[src/rtl/packet_stream_arbiter.sv]
// packet_stream_arbiter
//
// Packet-atomic round-robin arbiter that merges NUM_SRC packet sources onto one
// registered sink with no backpressure. In idle, a source presenting a valid
// start-of-packet word is a request. The first requester at or after rr_ptr
// wins and owns the output until its end-of-packet word is accepted.
//
// Ports:
//   clk, rst_n        clock, synchronous active-low reset
//   in_valid/in_sop/in_eop     per-source word qualifiers (NUM_SRC bits)
//   in_data/in_byte_enable     per-source payload, source i at [i*W +: W]
//   in_ready          per-source accept; only the granted source in STREAM
//   out_valid/out_data/out_byte_enable/out_sop/out_eop
//                     registered copy of the accepted word (latency 1)
//   grant_idx         index of the owning source (meaningful while busy)
//   busy              1 while a packet is being streamed
//   protocol_err      one-cycle pulse on a framing error in an accepted word
//   pkt_count         per-source accepted-eop counters, 32 bits each
//                     (only when PKT_ARB_PKT_COUNT_EN is defined)
//
// Optional feature macro: PKT_ARB_PKT_COUNT_EN
module packet_stream_arbiter #(
    parameter int unsigned  NUM_SRC = 4,
    parameter int unsigned  DATA_W  = 64,
    parameter int unsigned  BE_W    = 8,
    localparam int unsigned IDX_W   = $clog2(NUM_SRC)
) (
    input  logic                      clk,
    input  logic                      rst_n,
    input  logic [NUM_SRC-1:0]        in_valid,
    input  logic [NUM_SRC*DATA_W-1:0] in_data,
    input  logic [NUM_SRC*BE_W-1:0]   in_byte_enable,
    input  logic [NUM_SRC-1:0]        in_sop,
    input  logic [NUM_SRC-1:0]        in_eop,
    output logic [NUM_SRC-1:0]        in_ready,
    output logic                      out_valid,
    output logic [DATA_W-1:0]         out_data,
    output logic [BE_W-1:0]           out_byte_enable,
    output logic                      out_sop,
    output logic                      out_eop,
    output logic [IDX_W-1:0]          grant_idx,
    output logic                      busy,
`ifdef PKT_ARB_PKT_COUNT_EN
    output logic [NUM_SRC*32-1:0]     pkt_count,
`endif
    output logic                      protocol_err
);

    typedef enum logic [0:0] {StIdle, StStream} state_e;

    state_e              state_q, state_d;
    logic [IDX_W-1:0]    grant_q, grant_d;
    logic [IDX_W-1:0]    rr_q, rr_d;
    // Set on grant; the next accepted word is the first of the packet.
    logic                first_q, first_d;
    logic                out_valid_q, out_valid_d;
    logic [DATA_W-1:0]   out_data_q, out_data_d;
    logic [BE_W-1:0]     out_be_q, out_be_d;
    logic                out_sop_q, out_sop_d;
    logic                out_eop_q, out_eop_d;
    logic                perr_q, perr_d;

    logic [NUM_SRC-1:0]  req;
    logic                found;
    logic [IDX_W-1:0]    pick;
    int unsigned         cand;
    logic                accept;
    logic                sop_g;
    logic                eop_g;

    assign req    = in_valid & in_sop;
    assign accept = (state_q == StStream) && in_valid[grant_q];
    assign sop_g  = in_sop[grant_q];
    assign eop_g  = in_eop[grant_q];

    // Round-robin scan starting at rr_ptr.
    always_comb begin
        found = 1'b0;
        pick  = '0;
        cand  = 0;
        for (int unsigned k = 0; k < NUM_SRC; k++) begin
            cand = int'(rr_q) + k;
            if (cand >= NUM_SRC) begin
                cand = cand - NUM_SRC;
            end
            if (!found && req[cand[IDX_W-1:0]]) begin
                found = 1'b1;
                pick  = cand[IDX_W-1:0];
            end
        end
    end

    always_comb begin
        state_d     = state_q;
        grant_d     = grant_q;
        rr_d        = rr_q;
        first_d     = first_q;
        out_valid_d = 1'b0;
        out_data_d  = out_data_q;
        out_be_d    = out_be_q;
        out_sop_d   = 1'b0;
        out_eop_d   = 1'b0;
        perr_d      = 1'b0;
        in_ready    = '0;

        unique case (state_q)
            StIdle: begin
                if (found) begin
                    grant_d = pick;
                    first_d = 1'b1;
                    state_d = StStream;
                end
            end
            StStream: begin
                // Ready depends only on ownership, never on in_valid.
                in_ready[grant_q] = 1'b1;
                if (accept) begin
                    out_valid_d = 1'b1;
                    out_data_d  = in_data[grant_q*DATA_W +: DATA_W];
                    out_be_d    = in_byte_enable[grant_q*BE_W +: BE_W];
                    out_sop_d   = sop_g;
                    out_eop_d   = eop_g;
                    perr_d      = first_q ? !sop_g : sop_g;
                    first_d     = 1'b0;
                    if (eop_g) begin
                        state_d = StIdle;
                        rr_d    = (grant_q == IDX_W'(NUM_SRC - 1)) ? '0 : grant_q + 1'b1;
                    end
                end
            end
            default: state_d = StIdle;
        endcase
    end

    always_ff @(posedge clk) begin
        if (!rst_n) begin
            state_q     <= StIdle;
            grant_q     <= '0;
            rr_q        <= '0;
            first_q     <= 1'b0;
            out_valid_q <= 1'b0;
            out_data_q  <= '0;
            out_be_q    <= '0;
            out_sop_q   <= 1'b0;
            out_eop_q   <= 1'b0;
            perr_q      <= 1'b0;
        end else begin
            state_q     <= state_d;
            grant_q     <= grant_d;
            rr_q        <= rr_d;
            first_q     <= first_d;
            out_valid_q <= out_valid_d;
            out_data_q  <= out_data_d;
            out_be_q    <= out_be_d;
            out_sop_q   <= out_sop_d;
            out_eop_q   <= out_eop_d;
            perr_q      <= perr_d;
        end
    end

`ifdef PKT_ARB_PKT_COUNT_EN
    logic [NUM_SRC*32-1:0] cnt_q, cnt_d;

    always_comb begin
        cnt_d = cnt_q;
        if (accept && eop_g) begin
            cnt_d[grant_q*32 +: 32] = cnt_q[grant_q*32 +: 32] + 32'd1;
        end
    end

    always_ff @(posedge clk) begin
        if (!rst_n) begin
            cnt_q <= '0;
        end else begin
            cnt_q <= cnt_d;
        end
    end

    assign pkt_count = cnt_q;
`endif

    assign out_valid       = out_valid_q;
    assign out_data        = out_data_q;
    assign out_byte_enable = out_be_q;
    assign out_sop         = out_sop_q;
    assign out_eop         = out_eop_q;
    assign grant_idx       = grant_q;
    assign busy            = (state_q == StStream);
    assign protocol_err    = perr_q;

endmodule
[config.mk]
export PLATFORM = sky130hd
export DESIGN_NAME = packet_stream_arbiter
export DESIGN_NICKNAME = d
export VERILOG_FILES = /design/src/rtl/packet_stream_arbiter.sv
export SDC_FILE = /design/constraint.sdc
export NUM_CORES = 1
export LEC_CHECK = 0
export CORE_AREA = 2 2 150 152
export DETAILED_ROUTE_END_ITERATION = 8
export DIE_AREA = 0 0 152 154
export PLACE_DENSITY_LB_ADDON = 0.25
export SYNTH_ARGS = -nofsm -noshare
export SYNTH_HDL_FRONTEND = slang
export SYNTH_SLANG_ARGS = --single-unit
export TNS_END_PERCENT = 50
[constraint.sdc]
create_clock -name clk -period 1.73 [get_ports clk]
set_clock_uncertainty 0.05 [all_clocks]
set_input_delay 0.173 -clock clk [delete_from_list [all_inputs] [get_ports clk]]
set_output_delay 0.173 -clock clk [all_outputs]
set_load 0.02 [all_outputs]
* Yosys cells after proc, flatten, opt, wreduce, memory -nomap -nowiden
Cells that the tools add are included.
Word-level totals: register bits 82, input port bits 302, output and inout bits 83, word-level logic and storage cells 89
Operators by class: add/sub/neg operators 8, $lt $le $gt $ge 10, eq/ne operators 3, shift operators 2, mux-type cells 39, bitwise operators 2, reductions and logical operators 15
Operators by type and width (count):
- $shiftx 256x9->64 | 1
- $shiftx 32x6->8 | 1
- $mux 1 | 19
- $mux 2 | 9
- $lt 2x3->1 const B | 5
- $bmux 1 s2 | 7
- $ge 3x3->1 const B | 3
- $reduce_and 2->1 | 4
- $sub 2x1->2 const B | 4
- $add 2x2->3 const B | 2
- $reduce_and 3->1 | 2
- $logic_and 1x1->1 | 5
- $and 4x4->4 | 1
- $logic_not 1->1 | 4
- $mux 4 | 1
- $pmux 1 s2 | 2
- $add 2x1->3 const B | 1
- $ge 2x3->1 const B | 1
- $add 2x1->2 const B | 1
- $demux 1 s2 | 1
- $eq 2x2->1 const B | 1
- $ge 2x1->1 const B | 1
- $ne 2x1->1 const B | 1
- $ne 2x2->1 const B | 1
- $not 1->1 | 1

* Logic depth before layout (Yosys ltp)
word-level depth 16, depth in mapped cells 7, depth with buffers taken out 4

* Least setup slack after synthesis
No wires, ideal clock.
path type reg-to-reg, start point reg grant_q[0], in the netlist grant_idx[0], end point reg out_data_q[53], in the netlist out_data[53], setup time 0.116 ns, arrival time 1.772 ns, required time 1.564 ns, slack -0.208 ns, stages on the path, launching flop included 7, path buffers 3, clock period less this slack 1.938 ns, cells stage by stage dfxtp_1 buf_2 buf_4 buf_2 mux4_2 nand2_1 a21boi_1
Between the ends: word-level cells in the longest chain between the ends 4, elaborated cells on any way between the ends 5, those cells by class shift: 1; mux: 2; reduce/logical: 2
Ends and longest elaborated chain:
- from (decl) | RTL line 52 | logic [IDX_W-1:0] grant_q, grant_d;
- from (signal assigned) | RTL line 149 | grant_q <= grant_d;
- branches (longest 4 deep; another with $shiftx 256x9->64)
- to (signal assigned) | RTL line 153 | out_data_q <= out_data_d;
- to (decl) | RTL line 57 | logic [DATA_W-1:0] out_data_q, out_data_d;
Parallel ways; which one is timed is not known. The select of a mux whose other input is x is not followed. A chain may end at the register's enable or synchronous reset.

* Final worst setup path
start point reg grant_q[0], in the netlist grant_idx[0], end point reg out_data_q[36], in the netlist out_data[36]
Same word-level chain as after synthesis.

==> results.json <==
{
  "clk_latency_ns": 0.34,
  "status": "completed",
  "routedWlPerCell_um": 17.3,
  "worstSetupPathType": "reg2reg",
  "core_area_sq_um": 21700,
  "drt-vias-per-instance": 4.58,
  "cts_buffer_depth": 2,
  "die_h_um": 154,
  "firstDrtPassIters": 4,
  "seqPwrFrac_pct": 31.4,
  "syn_area_per_cell_sq_um": 10.7,
  "rr_startpoint": "grant_idx[0]$_SDFFE_PN0P_",
  "slowest_stage": "mux4_2",
  "layout.cells.non_filler": 1127,
  "worstMarginPinSlew_ns": 0.496,
  "switching_share_pct": 29.7,
  "pwr-share-clk_pct": 26.2,
  "rows": 54,
  "ctsHtreeMaxLevel": 3,
  "synth_cells": 464,
  "maxSlewHeadroom_pct": 66.9,
  "ys_seq_area_share_pct": 32.9,
  "path_cells": "mux4_2 -> and2_4 -> buf_12 -> nand2_1 -> a21boi_1",
  "vdd_drop_max_mv": 0.393,
  "drc": 0,
  "crit_path_end_kind": "flip-flop",
  "drtIter0Drc": 202,
  "vias": 5161,
  "critPathLaunchType": "flip-flop",
  "fin_nets": 1148,
  "gp_congestion": 0.786,
  "cp.arrival_ns": 1.85,
  "post-route-util_pct": 44.1,
  "maxCapViolCount": 0,
  "cts.sinks": 82,
  "routed_wl_um": 19500,
  "layout_common_cells": "377 x clkdlybuf4s50_1, 151 x nand2_1, 79 x dfxtp_1",
  "fp.dieArea_sq_um": 23400,
  "worstPathMaxFanout": 36,
  "hold_buffers": 0,
  "fin_crit_sh_pct": 96.8,
  "maxSlewViolCount": 0,
  "hp-start": "rst_n",
  "cpPeakStageDelay_ns": 0.57,
  "numCtsBuffers": 9,
  "min_period_ns": 1.68,
  "ys_ff_latch": 82,
  "die_w_um": 152,
  "holdCritPathClass": "in2reg",
  "area_growth_pct": 92.0,
  "ys_types": 29,
  "rsz0062_at_grt": "yes",
  "dp_hpwl_um": 15400,
  "cts_tree": "done",
  "start_util_pct": 23.0,
  "yosysWarnings": 0,
  "final_common_cell": "clkdlybuf4s50_1",
  "power.density_nw_per_um2": 743,
  "port_buffers": 384,
  "nFillCells": 2075,
  "power_switching_mw": 2.11,
  "critical_path.startpoint": "grant_idx[0]$_SDFFE_PN0P_",
  "overflow": 0,
  "p_comb_share_pct": 42.4,
  "hold_violations": 0,
  "crit_required_ns": 1.91,
  "io_pins": 385,
  "dp_cells": 1108,
  "grt_pass1_vias": 5286,
  "drive_gt1_share_pct": 14.6,
  "grt_usage_pct": 16.0,
  "syn_area_sq_um": 4980,
  "drtAntennaViolNets": 0,
  "root_buffer": "clkbuf_16",
  "clk_pin_slew_worst_paths_ns": 0.06,
  "seq_area_sq_um": 1650,
  "p_leak_nw": 3.32,
  "finalSetupViolCount": 0,
  "internal_power_mw": 5.00,
  "fmax_ghz": 0.597,
  "grt_max_degree": 45,
  "syn_nets": 770,
  "grt_pass1_wl_um": 29300,
  "antenna_found_initial": 1,
  "num_antenna_cells": 0,
  "multi_input_area_sq_um": 3080
}
## cells by family (layout without fill, tap and decap cells)
group / Yosys count / in the layout / share of synthesized area (%)
compound gates: 87 / 87 / 12.7
flops: 82 / 82 / 32.9
buf+inv: 44 / 427 / 5.50
fa+ha+maj: 4 / 4 / 1.00
mux: 75 / 75 / 33.9
simple gates: 171 / 171 / 13.8
xor+xnor: 1 / 1 / 0.176
## metal layers
metal,GRT usage (%),share of wire [%],vias to the layer above
met3,5.05,7.3,24
met5,0,0.082,-
met2,28.8,52,226
li1,-,-,2446
met4,4.14,1.5,2
met1,18.3,39,2463
## critical path: cells and delay by family, from the launching register on
kind | cells | cell delay [ns]
AND/OR/NAND/NOR | 2 | 0.30
flip-flops | 1 | 0.40
multiplexers | 1 | 0.57
buffers and inverters | 1 | 0.17
AO/OA/AOI/OAI | 1 | 0.06
## sequential cells by signal, summed over array words and instances (netlist names)
signal           flops
out_eop              1
grant_idx            2
out_sop              1
first_q              1
out_data            64
rr_q                 2
out_byte_enable      8
protocol_err         1
busy                 1
out_valid            1
## what timing repair did
action | 4_1_cts | 5_1_grt
endpoints found under the setup margin | 57 | 78
buffers inserted | 1 | 0
pin swaps | 0 | 4
gates resized for setup | 12 | 10
cloned | 0 | 3
## final cells by class
type                       count  area share (%)
clock buffer                  11            2.43
sequential                    82            17.2
tap                          280            3.66
clock inverter                 5           0.575
multi-input combinational    338            32.2
timing repair buffer         409            43.8
inverter                       2          0.0784
## synth_stat cells
cell / n / area share, %
clkbuf_1: 14 / 1.1
a2bb2oi_1: 1 / 0.18
xor2_1: 1 / 0.18
nand3b_1: 1 / 0.15
and2_1: 9 / 1.1
dfxtp_1: 82 / 33
buf_2: 6 / 0.60
o31ai_1: 1 / 0.15
nand2_1: 151 / 11
a31oi_1: 1 / 0.13
a21oi_1: 2 / 0.20
buf_1: 3 / 0.23
mux4_2: 75 / 34
nand4_1: 1 / 0.13
ha_1: 4 / 1.0
nand2_2: 1 / 0.13
a21boi_0: 4 / 0.60
clkbuf_4: 3 / 0.45
nor2_1: 2 / 0.15
buf_6: 8 / 1.8
a22oi_1: 1 / 0.15
nand3_1: 3 / 0.30
nor3b_1: 1 / 0.15
buf_4: 8 / 1.2
and3_1: 2 / 0.25
o32ai_1: 1 / 0.18
inv_1: 2 / 0.15
a21boi_1: 70 / 11
o21ai_0: 6 / 0.60
## power groups by stage
stage               combinational [mW]  clock, mW  sequential (mW)
CTS                               3.00       1.95             2.23
finish                            3.01       1.86             2.23
global route                      3.25       2.03             2.26
detailed placement                2.98          0             2.27
floorplan                         1.33          0             2.48
global placement                  2.98          0             2.27
## through the flow
stage                     power [mW]  setup TNS (ns)  setup WS (ns)  instance area, sq um  hold slack [ns]
final                           7.11               0         0.0546                  9570            0.164
after global routing            7.54          -0.258        -0.0252                  9570            0.157
after CTS                       7.18               0         0.0142                  9490            0.147
after detailed placement        5.26          -12.67         -0.184                  9190            0.394
after global placement          5.25          -11.89         -0.183                  9190            0.389
after floorplan                 3.81          -0.429        -0.0214                  5020            0.361
## final timing paths
check	to	slack [ns]	cells past startpoint
setup reg to reg	out_data[36]$_SDFFE_PN0P_	0.05	5
hold reg to reg	out_data[51]$_SDFFE_PN0P_	0.40	2
setup / recovery	out_data[36]$_SDFFE_PN0P_	0.05	5
hold / removal	grant_idx[1]$_SDFFE_PN0P_	0.16	2
(Power assumes the default switching activity.)
